==> config.mk <==
export PLATFORM = sky130hd
export DESIGN_NAME = div_ctrl
export DESIGN_NICKNAME = d
export VERILOG_FILES = /design/src/rtl/div_ctrl_pkg.sv /design/src/rtl/div_ctrl_step.sv /design/src/rtl/div_ctrl.sv
export SDC_FILE = /design/constraint.sdc
export NUM_CORES = 1
export LEC_CHECK = 0
export ABC_AREA = 1
export BUFFER_PORTS_ARGS = -buffer_cell sky130_fd_sc_hd__buf_2
export CORE_ASPECT_RATIO = 0.6
export CORE_MARGIN = 5
export CORE_UTILIZATION = 34
export DETAILED_ROUTE_END_ITERATION = 6
export MAX_ROUTING_LAYER = met4
export SETUP_SLACK_MARGIN = 0.5
export SYNTH_ARGS = -nofsm -noshare
export SYNTH_HDL_FRONTEND = slang
export SYNTH_HIERARCHICAL = 1
export SYNTH_SLANG_ARGS = --single-unit
==> constraint.sdc <==
create_clock -name clk -period 17.2 [get_ports clk]
set_clock_uncertainty 0.1 [all_clocks]
set_input_delay 3.44 -clock clk [delete_from_list [all_inputs] [get_ports clk]]
set_output_delay 3.44 -clock clk [all_outputs]
set_load 0.05 [all_outputs]
==> src/rtl/div_ctrl_pkg.sv <==
// -----------------------------------------------------------------------------
// div_ctrl_pkg
//   Shared definitions for the iterative divider sequencer in the E stage.
//   - EXE_DIV_OP / EXE_DIVU_OP : ALU control codes that launch a divide
//   - div_state_t              : 2-bit controller state encoding
// -----------------------------------------------------------------------------
package div_ctrl_pkg;

  localparam logic [7:0] EXE_DIV_OP  = 8'b0001_1010;
  localparam logic [7:0] EXE_DIVU_OP = 8'b0001_1011;

  typedef enum logic [1:0] {
    DIV_IDLE  = 2'd0,
    DIV_RUN   = 2'd1,
    DIV_DZERO = 2'd2,
    DIV_DONE  = 2'd3
  } div_state_t;

endpackage

==> src/rtl/div_ctrl_step.sv <==
// -----------------------------------------------------------------------------
// div_step
//   Combinational single iteration of a radix-2 restoring divider.
//   {rem,quo} is shifted left by one; if the shifted remainder is at least the
//   divisor, the divisor is subtracted and a 1 enters the quotient LSB.
// Ports:
//   rem      in  WIDTH  current partial remainder (always < divisor)
//   quo      in  WIDTH  current dividend/quotient shift register
//   divisor  in  WIDTH  divisor magnitude (nonzero)
//   rem_next out WIDTH  partial remainder after this step
//   quo_next out WIDTH  quotient register after this step
// -----------------------------------------------------------------------------
module div_step #(
  parameter int WIDTH = 32
) (
  input  logic [WIDTH-1:0] rem,
  input  logic [WIDTH-1:0] quo,
  input  logic [WIDTH-1:0] divisor,
  output logic [WIDTH-1:0] rem_next,
  output logic [WIDTH-1:0] quo_next
);

  // The shifted remainder needs one extra bit: 2*rem+1 can exceed WIDTH bits
  // when the divisor sits in the upper half of the range.
  logic [WIDTH:0] shifted;
  logic [WIDTH:0] diff;

  // NOTE: every output gets a default before the conditional update, so no
  // path leaves a variable unassigned and no latch is inferred.
  always_comb begin
    shifted  = {rem, quo[WIDTH-1]};
    diff     = shifted - {1'b0, divisor};
    rem_next = shifted[WIDTH-1:0];
    quo_next = {quo[WIDTH-2:0], 1'b0};
    if (shifted >= {1'b0, divisor}) begin
      rem_next    = diff[WIDTH-1:0];
      quo_next[0] = 1'b1;
    end
  end

endmodule

==> src/rtl/div_ctrl.sv <==
// -----------------------------------------------------------------------------
// div_ctrl
//   Sequencer for the iterative 32-bit divider in the E stage. Launches on
//   DIV/DIVU, runs WIDTH restoring steps (via div_step), applies the signed
//   fix-up and presents HI (remainder) / LO (quotient). Holds F/D/E with
//   div_stall until the result is ready; handles flush and divide-by-zero.
//   Build option: define DIV_EARLY_OUT_EN to finish in one cycle when
//   |dividend| < |divisor|.
// Ports:
//   clk, rst     clock, asynchronous active-high reset
//   alucontrolE  E-stage ALU control (DIV signed, DIVU unsigned)
//   srcaE/srcbE  dividend / divisor
//   flushE       kill the E-stage instruction
//   advanceE     E stage advances this cycle
//   div_stall    hold F/D/E
//   div_ready    result valid for the instruction in E
//   div_hi/lo    remainder / quotient
// -----------------------------------------------------------------------------
module div_ctrl
  import div_ctrl_pkg::*;
#(
  parameter int WIDTH = 32,
  parameter int CNT_W = 6
) (
  input  logic             clk,
  input  logic             rst,
  input  logic [7:0]       alucontrolE,
  input  logic [WIDTH-1:0] srcaE,
  input  logic [WIDTH-1:0] srcbE,
  input  logic             flushE,
  input  logic             advanceE,
  output logic             div_stall,
  output logic             div_ready,
  output logic [WIDTH-1:0] div_hi,
  output logic [WIDTH-1:0] div_lo
);

  div_state_t state, next_state;

  logic             start;
  logic             is_signed;
  logic             a_neg, b_neg;
  logic [WIDTH-1:0] mag_a, mag_b;
  logic             early_out;

  logic [CNT_W-1:0] cnt;
  logic [WIDTH-1:0] a_raw;
  logic [WIDTH-1:0] divisor_q;
  logic [WIDTH-1:0] rem_q, quo_q;
  logic             sign_q, sign_r;
  logic [WIDTH-1:0] step_rem, step_quo;
  logic             last_step;

  assign is_signed = (alucontrolE == EXE_DIV_OP);
  assign start     = (is_signed || alucontrolE == EXE_DIVU_OP) && !flushE;
  assign a_neg     = is_signed && srcaE[WIDTH-1];
  assign b_neg     = is_signed && srcbE[WIDTH-1];
  // The most-negative value negates to itself; read as unsigned it is the
  // correct magnitude, so MIN / -1 needs no special case.
  assign mag_a     = a_neg ? -srcaE : srcaE;
  assign mag_b     = b_neg ? -srcbE : srcbE;
  assign last_step = (cnt == CNT_W'(WIDTH - 1));

`ifdef DIV_EARLY_OUT_EN
  assign early_out = (mag_a < mag_b);
`else
  assign early_out = 1'b0;
`endif

  // Stall is gated by reset so the pipeline sees a clean idle divider while
  // reset is held, even if a DIV code sits in E.
  assign div_stall = start && (state != DIV_DONE) && !rst;
  assign div_ready = (state == DIV_DONE) && !flushE;

  div_step #(.WIDTH(WIDTH)) u_step (
    .rem      (rem_q),
    .quo      (quo_q),
    .divisor  (divisor_q),
    .rem_next (step_rem),
    .quo_next (step_quo)
  );

  // NOTE: sequential state uses non-blocking assignments so every register
  // samples pre-edge values regardless of statement order.
  always_ff @(posedge clk or posedge rst) begin
    if (rst) state <= DIV_IDLE;
    else     state <= next_state;
  end

  always_comb begin
    next_state = state;
    unique case (state)
      DIV_IDLE: begin
        if (start) begin
          if (srcbE == '0)    next_state = DIV_DZERO;
          else if (early_out) next_state = DIV_DONE;
          else                next_state = DIV_RUN;
        end
      end
      DIV_RUN: begin
        if (flushE)         next_state = DIV_IDLE;
        else if (last_step) next_state = DIV_DONE;
      end
      DIV_DZERO: next_state = flushE ? DIV_IDLE : DIV_DONE;
      // DONE is left only on advance (or flush) so a stall from elsewhere in
      // the pipeline cannot relaunch the same instruction.
      DIV_DONE: begin
        if (flushE || advanceE) next_state = DIV_IDLE;
      end
      default: next_state = DIV_IDLE;
    endcase
  end

  // NOTE: the datapath is small and its values are observable (HI/LO), so
  // every register here is reset rather than left undefined.
  always_ff @(posedge clk or posedge rst) begin
    if (rst) begin
      cnt       <= '0;
      a_raw     <= '0;
      divisor_q <= '0;
      rem_q     <= '0;
      quo_q     <= '0;
      sign_q    <= 1'b0;
      sign_r    <= 1'b0;
      div_hi    <= '0;
      div_lo    <= '0;
    end else begin
      unique case (state)
        DIV_IDLE: begin
          if (start) begin
            a_raw     <= srcaE;
            divisor_q <= mag_b;
            rem_q     <= '0;
            quo_q     <= mag_a;
            sign_q    <= a_neg ^ b_neg;
            sign_r    <= a_neg;
            cnt       <= '0;
            if (srcbE != '0 && early_out) begin
              div_lo <= '0;
              div_hi <= a_neg ? -mag_a : mag_a;
            end
          end
        end
        DIV_RUN: begin
          if (!flushE) begin
            rem_q <= step_rem;
            quo_q <= step_quo;
            cnt   <= cnt + CNT_W'(1);
            if (last_step) begin
              div_lo <= sign_q ? -step_quo : step_quo;
              div_hi <= sign_r ? -step_rem : step_rem;
            end
          end
        end
        DIV_DZERO: begin
          if (!flushE) begin
            div_lo <= '1;
            div_hi <= a_raw;
          end
        end
        default: ;
      endcase
    end
  end

endmodule

==> results of run 1 <==
[kinds of logic after synthesis]
family	Yosys count	share of synthesized area
adder cells (fa/ha/maj)	43	0.0345
AND/OR/NAND/NOR	1514	0.407
AO/OA/AOI/OAI	264	0.0917
buffers and inverters	439	0.122
flip-flops	202	0.319
XOR/XNOR	45	0.0249
[synth_stat cells (2+ instances only)]
master                     count
sky130_fd_sc_hd__nand2_1     918
sky130_fd_sc_hd__inv_1       324
sky130_fd_sc_hd__nor2_1      243
sky130_fd_sc_hd__nand3_1     225
sky130_fd_sc_hd__dfrtp_1     202
sky130_fd_sc_hd__o21ai_0     116
sky130_fd_sc_hd__a21oi_1      87
sky130_fd_sc_hd__ha_1         42
sky130_fd_sc_hd__buf_4        41
sky130_fd_sc_hd__xor2_1       41
sky130_fd_sc_hd__clkbuf_1     26
sky130_fd_sc_hd__buf_2        25
sky130_fd_sc_hd__nand4_1      24
sky130_fd_sc_hd__o21ai_2      21
sky130_fd_sc_hd__nand3b_1     18
sky130_fd_sc_hd__nor3_1       15
sky130_fd_sc_hd__nand3_2      14
sky130_fd_sc_hd__o21ai_1      14
sky130_fd_sc_hd__nor2_2       12
sky130_fd_sc_hd__and2_1       10
sky130_fd_sc_hd__buf_6         9
sky130_fd_sc_hd__o22ai_1       8
sky130_fd_sc_hd__inv_2         7
sky130_fd_sc_hd__nand2_2       7
sky130_fd_sc_hd__a31oi_1       6
sky130_fd_sc_hd__nor2_4        5
sky130_fd_sc_hd__or2_1         5
sky130_fd_sc_hd__or2_2         5
sky130_fd_sc_hd__buf_1         4
sky130_fd_sc_hd__nand2_4       4
sky130_fd_sc_hd__xnor2_1       4
sky130_fd_sc_hd__nor3_2        3
sky130_fd_sc_hd__o211ai_1      3
sky130_fd_sc_hd__a21o_1        2
sky130_fd_sc_hd__buf_12        2
sky130_fd_sc_hd__nor3_4        2
sky130_fd_sc_hd__o31ai_1       2
[per-stage QoR]
stage,util,setup slack [ps],instance area (µm²),hold slack (ps),instances
floorplan,-,8150,15800,339,2507
global placement,0.362,9280,16700,354,3181
detailed placement,0.362,9250,16700,362,3181
CTS,0.381,9240,17600,379,3224
global route,0.381,9140,17600,390,3230
[routing by layer]
layer	GRT usage
met1	0.380
met2	0.282
met3	0.0624
met4	0.0310
met5	-
==> results.py, run 1 <==
metrics = {
    "grt": {
        "antenna_found_initial": 10,
        "first_global_vias": 14900,
        "grt_use_total": 0.233,
        "grt_pass1_wl_um": 89700,
        "grt.overflow.total": 0,
        "pin_count_of_the_biggest_net_entering_global_routing": 108,
    },
    "synth": {
        "synth_top_cells_by_area": "sky130_fd_sc_hd__dfrtp_1, sky130_fd_sc_hd__nand2_1, sky130_fd_sc_hd__inv_1",
        "synth.yosys.warnings": 6,
        "seq_area_frac_synth": 0.319,
        "synth_edf_count": 0,
        "synthFlopType": "sky130_fd_sc_hd__dfrtp_1",
        "syn_inst": 2507,
        "avgSynthCellArea_um2": 6.32,
        "post_synthesis_cell_type_with_the_largest_combined_area": "sky130_fd_sc_hd__dfrtp_1",
        "ys_seq_elements": 202,
        "synthesis.nets": 2626,
        "synth_cell_type_count": 48,
        "synth_top_cell_area_share": 0.319,
        "synth_area_um2": 15800,
        "synthArstFlopShare": 1.00,
    },
    "cts": {
        "cts.repair_timing.setup_buffer_count": 0,
        "htree_depth": 1,
        "gates_resized_cts_repair": 0,
        "cts_inserted_buffers": 24,
        "clock_sinks": 202,
        "clk_path_buf_depth": 3,
        "cts_hold_buffers": 0,
        "ctsRootBufferMaster": "sky130_fd_sc_hd__clkbuf_16",
    },
    "floorplan": {
        "die_h_um": 177,
        "start_util": 0.343,
        "die_x_um": 289,
        "row_count": 61,
        "io-pin-count": 142,
    },
    "placed_design": {
        "place_hpwl_um": 47100,
        "final_estimated_routing_congestion_in_global_placement": 0.991,
        "place.port_buffers": 141,
    },
    "run_status": {
        "last-stage-reached": "detailed routing",
        "error": "[ERROR DRT-0255] Maze Route cannot find path of net clk in worker of routeBox ( 241500 0 ) ( 288585 48300 ).",
        "outcome": "stopped before the end",
    },
}
==> inputs of run 2 (changes only) <==
CORE_ASPECT_RATIO = unset   (was 0.6)
CORE_UTILIZATION = 20   (was 34)
MAX_ROUTING_LAYER = unset   (was met4)
PLACE_DENSITY_LB_ADDON = 0.15   (was unset)
SETUP_SLACK_MARGIN = unset   (was 0.5)
==> results.py, run 2 <==
metrics = {
    "synth": {
        "avgSynthCellArea_um2": 6.32,
        "synth_top_cells_by_area": "sky130_fd_sc_hd__dfrtp_1, sky130_fd_sc_hd__nand2_1, sky130_fd_sc_hd__inv_1",
        "synth_cell_type_count": 48,
        "ys_seq_elements": 202,
        "synth_common_cells": "sky130_fd_sc_hd__nand2_1, sky130_fd_sc_hd__inv_1, sky130_fd_sc_hd__nor2_1",
        "synth.yosys.warnings": 6,
        "synthFlopType": "sky130_fd_sc_hd__dfrtp_1",
        "synthArstFlopShare": 1.00,
        "synth_edf_count": 0,
        "synth_top_cell_area_share": 0.319,
        "seq_area_frac_synth": 0.319,
        "post_synthesis_cell_type_with_the_largest_combined_area": "sky130_fd_sc_hd__dfrtp_1",
        "synthesis.nets": 2626,
        "syn_inst": 2507,
        "most_used_standard_cell_by_instance_count_after_synthesis": "sky130_fd_sc_hd__nand2_1",
        "synth_area_um2": 15800,
    },
    "floorplan": {
        "die_x_um": 291,
        "fp.coreArea_um2": 78700,
        "die_h_um": 291,
        "row_count": 103,
        "start_util": 0.201,
        "die_area_um2": 84900,
        "io-pin-count": 142,
    },
    "power": {
        "power.share.switching": 0.583,
        "leakage_power_nw": 9.31,
        "p_seq_frac": 0.183,
        "power.density_cell_area_nw_per_um2": 218,
        "cell_internal_pwr_mw": 1.66,
        "share_of_power_burned_in_combinational_logic": 0.666,
        "ir_worst_vdd_v": 0.0000929,
        "clockPowerShare": 0.151,
        "power.switching_mw": 2.31,
    },
    "sta": {
        "timing_max_transition_violations_final": 0,
        "finalHoldViolations": 0,
        "max_slew_headroom": 0.299,
        "maxClockFrequency_ghz": 0.126,
        "rsz0062_at_grt": "no",
        "holdWs_ps": 371,
        "finalCriticalPeriod_ps": 7950,
        "setup_viol_count_final": 0,
        "final.period_utilization": 0.462,
        "least_margin_pin_slew_ps": 1050,
        "setup-tns-final_ps": 0,
    },
    "cts": {
        "gates_resized_cts_repair": 0,
        "clk_path_buf_depth": 3,
        "ctsRootBufferMaster": "sky130_fd_sc_hd__clkbuf_16",
        "clock_sinks": 202,
        "cts.repair_timing.setup_buffer_count": 0,
        "clock_latency_ps": 590,
        "cts_hold_buffers": 0,
        "htree_depth": 1,
        "cts_inserted_buffers": 29,
        "cts_tree": "yes",
        "worst_setup_hold_path_clk_slew_ps": 60,
    },
    "detailed_routing": {
        "wl_per_cell_um": 17.5,
        "post-route-drc-count": 0,
        "detailedRoute.firstPassIterationCount": 5,
        "dr_total_vias": 15900,
        "avgViaCountPerCell": 4.35,
        "drtIter0Drc": 1065,
        "routed_wirelength_um": 63700,
        "antenna_left": 0,
    },
    "final_layout": {
        "mostFrequentLayoutCell": "sky130_fd_sc_hd__nand2_1",
        "highest_count_cells_in_the_layout_ignoring_fill_and_taps": "sky130_fd_sc_hd__nand2_1, sky130_fd_sc_hd__inv_1, sky130_fd_sc_hd__nor2_1, sky130_fd_sc_hd__nand3_1, sky130_fd_sc_hd__dfrtp_1",
        "drive_above_1_share": 0.108,
        "n_antenna_cell": 0,
        "stdcell_count": 3651,
        "finalNetCount": 2701,
        "synthToLayoutAreaGrowth_pct": 14.9,
    },
    "grt": {
        "grt.overflow.total": 0,
        "grt_use_total": 0.146,
        "grt_pass1_wl_um": 97500,
        "antenna_found_initial": 2,
        "pin_count_of_the_biggest_net_entering_global_routing": 76,
        "first_global_vias": 15800,
    },
    "setup_path": {
        "reg2reg_from": "rem_q[14]$_DFFE_PP0P_",
        "startpoint": "flushE",
        "cp-endpoint": "div_stall",
        "critPathKind": "input pin to primary output",
        "worst_setup_path_end_kind": "primary output",
        "critPathRequiredTime_ps": 13660,
        "crit-reg2reg-capture": "div_hi[16]$_DFFE_PP0P_",
        "cp_data_arrival_time_ps": 4410,
        "worst-path-max-fanout": 6,
        "critical_path.startpoint_type": "input pin",
        "reg2reg_depth": 24,
        "r2r_setup_slack_ps": 12500,
    },
    "placed_design": {
        "instance_count_after_placement_with_tap_cells_included": 3601,
        "place.port_buffers": 141,
        "final_estimated_routing_congestion_in_global_placement": 0.888,
        "place_hpwl_um": 50900,
    },
    "job": {
        "drv.max_cap_violation_count": 0,
    },
    "run_status": {
        "outcome": "complete, no violations",
    },
    "hold_path": {
        "hold_path_class": "flop to flop",
    },
}
## run 2: kinds of logic after synthesis
family                     count (synthesis)  share of synthesized area
AOI/OAI and AO/OA                        264                     0.0917
xor gates and xnor gates                  45                     0.0249
adders and majority gates                 43                     0.0345
buffers and inverters                    439                      0.122
DFF                                      202                      0.319
and+or+nand+nor                         1514                      0.407
## run 2: metal layers
metal | vias up | wire, µm | global-route usage
met4 | 2 | 1500 | 0.0359
met1 | 7485 | 31400 | 0.212
met5 | - | 13 | 0
li1 | 7993 | - | -
met3 | 73 | 2870 | 0.0195
met2 | 317 | 28000 | 0.230
## run 2: per-stage QoR
stage                     worst slack, ps  instance area, µm²   util  power [mW]
after floorplan                      8150               15800      -        2.67
after global placement               9260               17300  0.219        3.39
after detailed placement             9230               17300  0.219        3.39
after CTS                            9230               18200  0.231        4.02
after global routing                 9110               18200  0.231        4.36
final                                9250               18200  0.231        3.97
## run 2: worst min path at each step
stage | slack (ps) | endpoint | start | depth (start not counted)
finish | 370 | cnt[4]$_DFFE_PP0P_ | cnt[4]$_DFFE_PP0P_ | 1
global route | 390 | div_hi[27]$_DFFE_PP0P_ | div_hi[27]$_DFFE_PP0P_ | 2
CTS | 370 | cnt[4]$_DFFE_PP0P_ | cnt[4]$_DFFE_PP0P_ | 1
detailed placement | 360 | div_hi[26]$_DFFE_PP0P_ | div_hi[26]$_DFFE_PP0P_ | 2
global placement | 360 | div_hi[27]$_DFFE_PP0P_ | div_hi[27]$_DFFE_PP0P_ | 2
floorplan | 340 | cnt[4]$_DFFE_PP0P_ | cnt[4]$_DFFE_PP0P_ | 1
## run 2: power by group through the flow
| stage | Sequential [mW] | Clock [mW] | Combinational (mW) |
|---|---|---|---|
| 5_1_grt | 0.747 | 0.640 | 2.97 |
| 3_3_place_gp | 0.738 | 0 | 2.66 |
| 6_report | 0.727 | 0.600 | 2.64 |
| 4_1_cts | 0.731 | 0.627 | 2.66 |
| 2_1_floorplan | 0.848 | 0 | 1.82 |
| 3_5_place_dp | 0.738 | 0 | 2.65 |
## run 2: area by class of cell
cell class                      instances  area, µm²
Fill cell                            9039      60500
Clock buffer                           42        845
Tap cell                             1050       1310
Timing Repair Buffer                  151        781
Inverter                              332       1260
Sequential cell                       202       5050
Multi-Input combinational cell       1866       8850
Clock inverter                          8       93.8
## run 2: worst max-delay path: stages
cell and delay [ps]:
sky130_fd_sc_hd__buf_2 140, sky130_fd_sc_hd__inv_2 70, sky130_fd_sc_hd__nand2_1 60, sky130_fd_sc_hd__nor2_2 140
sky130_fd_sc_hd__nand2_1 110, sky130_fd_sc_hd__nor3_1 150, sky130_fd_sc_hd__buf_2 290
No activity file was read; power rests on OpenSTA's default activity.
==> inputs of run 3 (changes only) <==
ABC_AREA = 0   (was 1)
clock period = 8.3 ns   (was 17.2 ns; I/O delays follow)
==> results.py, run 3 <==
metrics = {
    "grt": {
        "pin_count_of_the_biggest_net_entering_global_routing": 70,
        "grt_pass1_wl_um": 80900,
        "grt.overflow.total": 0,
        "grt_use_total": 0.138,
        "first_global_vias": 12500,
        "antenna_found_initial": 6,
    },
    "detailed_routing": {
        "antenna_left": 0,
        "routed_wirelength_um": 53200,
        "dr_total_vias": 12400,
        "wl_per_cell_um": 20.0,
        "detailedRoute.firstPassIterationCount": 7,
        "avgViaCountPerCell": 4.69,
        "post-route-drc-count": 0,
        "drtIter0Drc": 725,
    },
    "synth": {
        "synthesis.nets": 1750,
        "synthFlopType": "sky130_fd_sc_hd__dfrtp_1",
        "avgSynthCellArea_um2": 8.57,
        "synth_top_cell_area_share": 0.362,
        "main_combinational_cell_family_by_area_after_synthesis": "simple AND/OR/NAND/NOR gates",
        "seq_area_frac_synth": 0.362,
        "share_of_synthesized_cell_area_in_full_adder_half_adder_and_majority_cells": 0.0390,
        "synthArstFlopShare": 1.00,
        "synthXorXnorAreaFrac": 0.0783,
        "synth_compound_gate_area_share": 0.187,
        "synth_cell_type_count": 83,
        "most_used_standard_cell_by_instance_count_after_synthesis": "sky130_fd_sc_hd__nand2_1",
        "synth.mux.area_fraction": 0.0455,
        "synth.yosys.warnings": 6,
        "syn_inst": 1631,
        "ys_seq_elements": 202,
        "synth_edf_count": 0,
        "post_synthesis_cell_type_with_the_largest_combined_area": "sky130_fd_sc_hd__dfrtp_1",
        "synth_top_cells_by_area": "sky130_fd_sc_hd__dfrtp_1, sky130_fd_sc_hd__nand2_1, sky130_fd_sc_hd__xnor2_1",
        "synth_simple_gate_area_share": 0.223,
        "synth_area_um2": 14000,
        "synth_common_cells": "sky130_fd_sc_hd__nand2_1, sky130_fd_sc_hd__dfrtp_1, sky130_fd_sc_hd__o21ai_0",
    },
    "cts": {
        "clock_sinks": 202,
        "ctsRootBufferMaster": "sky130_fd_sc_hd__clkbuf_16",
        "clk_path_buf_depth": 3,
        "cts_hold_buffers": 0,
        "cts_tree": "yes",
        "cts_inserted_buffers": 28,
        "gates_resized_cts_repair": 0,
        "clock_latency_ps": 590,
        "cts.repair_timing.setup_buffer_count": 0,
        "worst_setup_hold_path_clk_slew_ps": 60,
        "htree_depth": 1,
    },
    "floorplan": {
        "start_util": 0.201,
        "die_area_um2": 75300,
        "row_count": 97,
        "die_h_um": 274,
        "die_x_um": 274,
        "io-pin-count": 142,
        "fp.coreArea_um2": 69700,
    },
    "hold_path": {
        "hold_path_class": "flop to flop",
        "min_path_cells": 2,
        "origin_of_the_worst_min_delay_path": "a_raw[10]$_DFFE_PP0P_",
        "timing.hold.worst_endpoint": "a_raw[10]$_DFFE_PP0P_",
    },
    "final_layout": {
        "fillerInstances": 7722,
        "final_core_utilization": 0.236,
        "synthToLayoutAreaGrowth_pct": 17.8,
        "highest_count_cells_in_the_layout_ignoring_fill_and_taps": "sky130_fd_sc_hd__nand2_1, sky130_fd_sc_hd__dfrtp_1, sky130_fd_sc_hd__buf_2, sky130_fd_sc_hd__o21ai_0, sky130_fd_sc_hd__nor2_1",
        "drive_above_1_share": 0.174,
        "finalNetCount": 1810,
        "mostFrequentLayoutCell": "sky130_fd_sc_hd__nand2_1",
        "stdcell_count": 2655,
    },
    "setup_path": {
        "critical_path.cell_chain": "ha_1 > nand4_1 > nor3_1 > o211ai_1 > nor4b_4 > o21ai_2 > a31oi_4 > o21a_4 > inv_2 > mux2_2 > or4_4 > or4_1 > o41ai_2 > mux2_1 > nand3_1",
        "r2r_setup_slack_ps": 2330,
        "cp_num_buf_inv": 1,
        "critical_path.top_delay_family": "simple AND/OR/NAND/NOR gates",
        "reg2reg_depth": 15,
        "reg2reg_from": "rem_q[9]$_DFFE_PP0P_",
        "worst-path-max-fanout": 31,
        "critical-path-max-stage-delay_ps": 710,
        "cp_data_arrival_time_ps": 6400,
        "critPathKind": "flop to flop",
        "critPathRequiredTime_ps": 8730,
        "crit_path_top_delay_cell": "sky130_fd_sc_hd__or4_1",
        "worst_setup_path_end_kind": "flop",
        "crit-reg2reg-capture": "div_hi[25]$_DFFE_PP0P_",
        "critical_path.startpoint_type": "flop",
    },
    "sta": {
        "final.period_utilization": 0.720,
        "max_slew_headroom": 0.215,
        "setup-tns-final_ps": 0,
        "setup_viol_count_final": 0,
        "finalCriticalPeriod_ps": 5970,
        "worst_slack_ps": 2330,
        "maxClockFrequency_ghz": 0.167,
        "timing_max_transition_violations_final": 0,
        "rsz0062_at_grt": "no",
        "finalHoldViolations": 0,
        "holdWs_ps": 376,
        "least_margin_pin_slew_ps": 1170,
    },
    "power": {
        "leakage_power_nw": 6.99,
        "ir_worst_vdd_v": 0.000153,
        "power.density_cell_area_nw_per_um2": 472,
    },
    "placed_design": {
        "instance_count_after_placement_with_tap_cells_included": 2601,
        "final_estimated_routing_congestion_in_global_placement": 0.820,
        "place.port_buffers": 141,
        "dpl_worst_slack_ps": 2280,
        "place_hpwl_um": 39600,
    },
    "run_status": {
        "outcome": "complete, no violations",
    },
    "job": {
        "drv.max_cap_violation_count": 0,
    },
}
-- run 3: per-layer routing --
| metal | vias to the layer above | part of all wire | routed length (µm) | global-route usage |
|---|---|---|---|---|
| met4 | 0 | 0.020 | 1070 | 0.0293 |
| met3 | 58 | 0.053 | 2820 | 0.0211 |
| met5 | - | 0 | 0 | 0 |
| met1 | 6140 | 0.48 | 25800 | 0.202 |
| li1 | 5936 | - | - | - |
| met2 | 312 | 0.44 | 23500 | 0.214 |
-- run 3: logic make-up (layout without fill, tap and decap cells) --
| group | Yosys count | in the layout |
|---|---|---|
| and+or+nand+nor | 641 | 641 |
| AOI/OAI and AO/OA | 368 | 368 |
| DFF | 202 | 202 |
| buffers and inverters | 196 | 276 |
| xor gates and xnor gates | 125 | 125 |
| muxes | 56 | 56 |
| adders and majority gates | 43 | 43 |
| other | 0 | 4 |
-- run 3: worst max-delay path by stage --
stage	startpoint	endpoint	slack (ps)	depth (start not counted)
3_3_place_gp	rem_q[9]$_DFFE_PP0P_	div_hi[25]$_DFFE_PP0P_	2380	15
4_1_cts	rem_q[9]$_DFFE_PP0P_	div_hi[25]$_DFFE_PP0P_	2260	15
5_1_grt	rem_q[9]$_DFFE_PP0P_	div_hi[25]$_DFFE_PP0P_	1980	15
2_1_floorplan	rst	a_raw[0]$_DFFE_PP0P_	1030	1
3_5_place_dp	rem_q[9]$_DFFE_PP0P_	div_hi[25]$_DFFE_PP0P_	2280	15
6_report	rem_q[9]$_DFFE_PP0P_	div_hi[25]$_DFFE_PP0P_	2330	15
-- run 3: worst register-to-register path, stage by stage, from the launching register on --
cell	delay, ps
sky130_fd_sc_hd__dfrtp_1	420
sky130_fd_sc_hd__ha_1	420
sky130_fd_sc_hd__nand4_1	240
sky130_fd_sc_hd__nor3_1	480
sky130_fd_sc_hd__o211ai_1	200
sky130_fd_sc_hd__nor4b_4	200
sky130_fd_sc_hd__o21ai_2	170
sky130_fd_sc_hd__a31oi_4	130
sky130_fd_sc_hd__o21a_4	270
sky130_fd_sc_hd__inv_2	670
sky130_fd_sc_hd__mux2_2	470
sky130_fd_sc_hd__or4_4	590
sky130_fd_sc_hd__or4_1	710
sky130_fd_sc_hd__o41ai_2	430
sky130_fd_sc_hd__mux2_1	360
sky130_fd_sc_hd__nand3_1	80
-- run 3: cell type report --
cell class | instances | area (µm²) | share of cell area
Antenna cell | 4 | 10.0 | 0.000608
Clock buffer | 40 | 826 | 0.0501
Clock inverter | 10 | 231 | 0.0141
Inverter | 63 | 244 | 0.0148
Multi-Input combinational cell | 1233 | 8060 | 0.489
Sequential cell | 202 | 5050 | 0.307
Tap cell | 940 | 1180 | 0.0714
Timing Repair Buffer | 163 | 871 | 0.0529
-- run 3: through the flow --
step	power, mW	area [µm²]
after floorplan	5.16	14000
after global placement	6.40	15400
after detailed placement	6.40	15400
after CTS	7.84	16500
after global routing	8.32	16500
final	7.77	16500
-- run 3: power by group --
group / internal [mW] / switching [mW]
Sequential: 1.30 / 0.313
Clock: 0.876 / 0.506
Combinational: 1.66 / 3.12
Total: 3.83 / 3.94
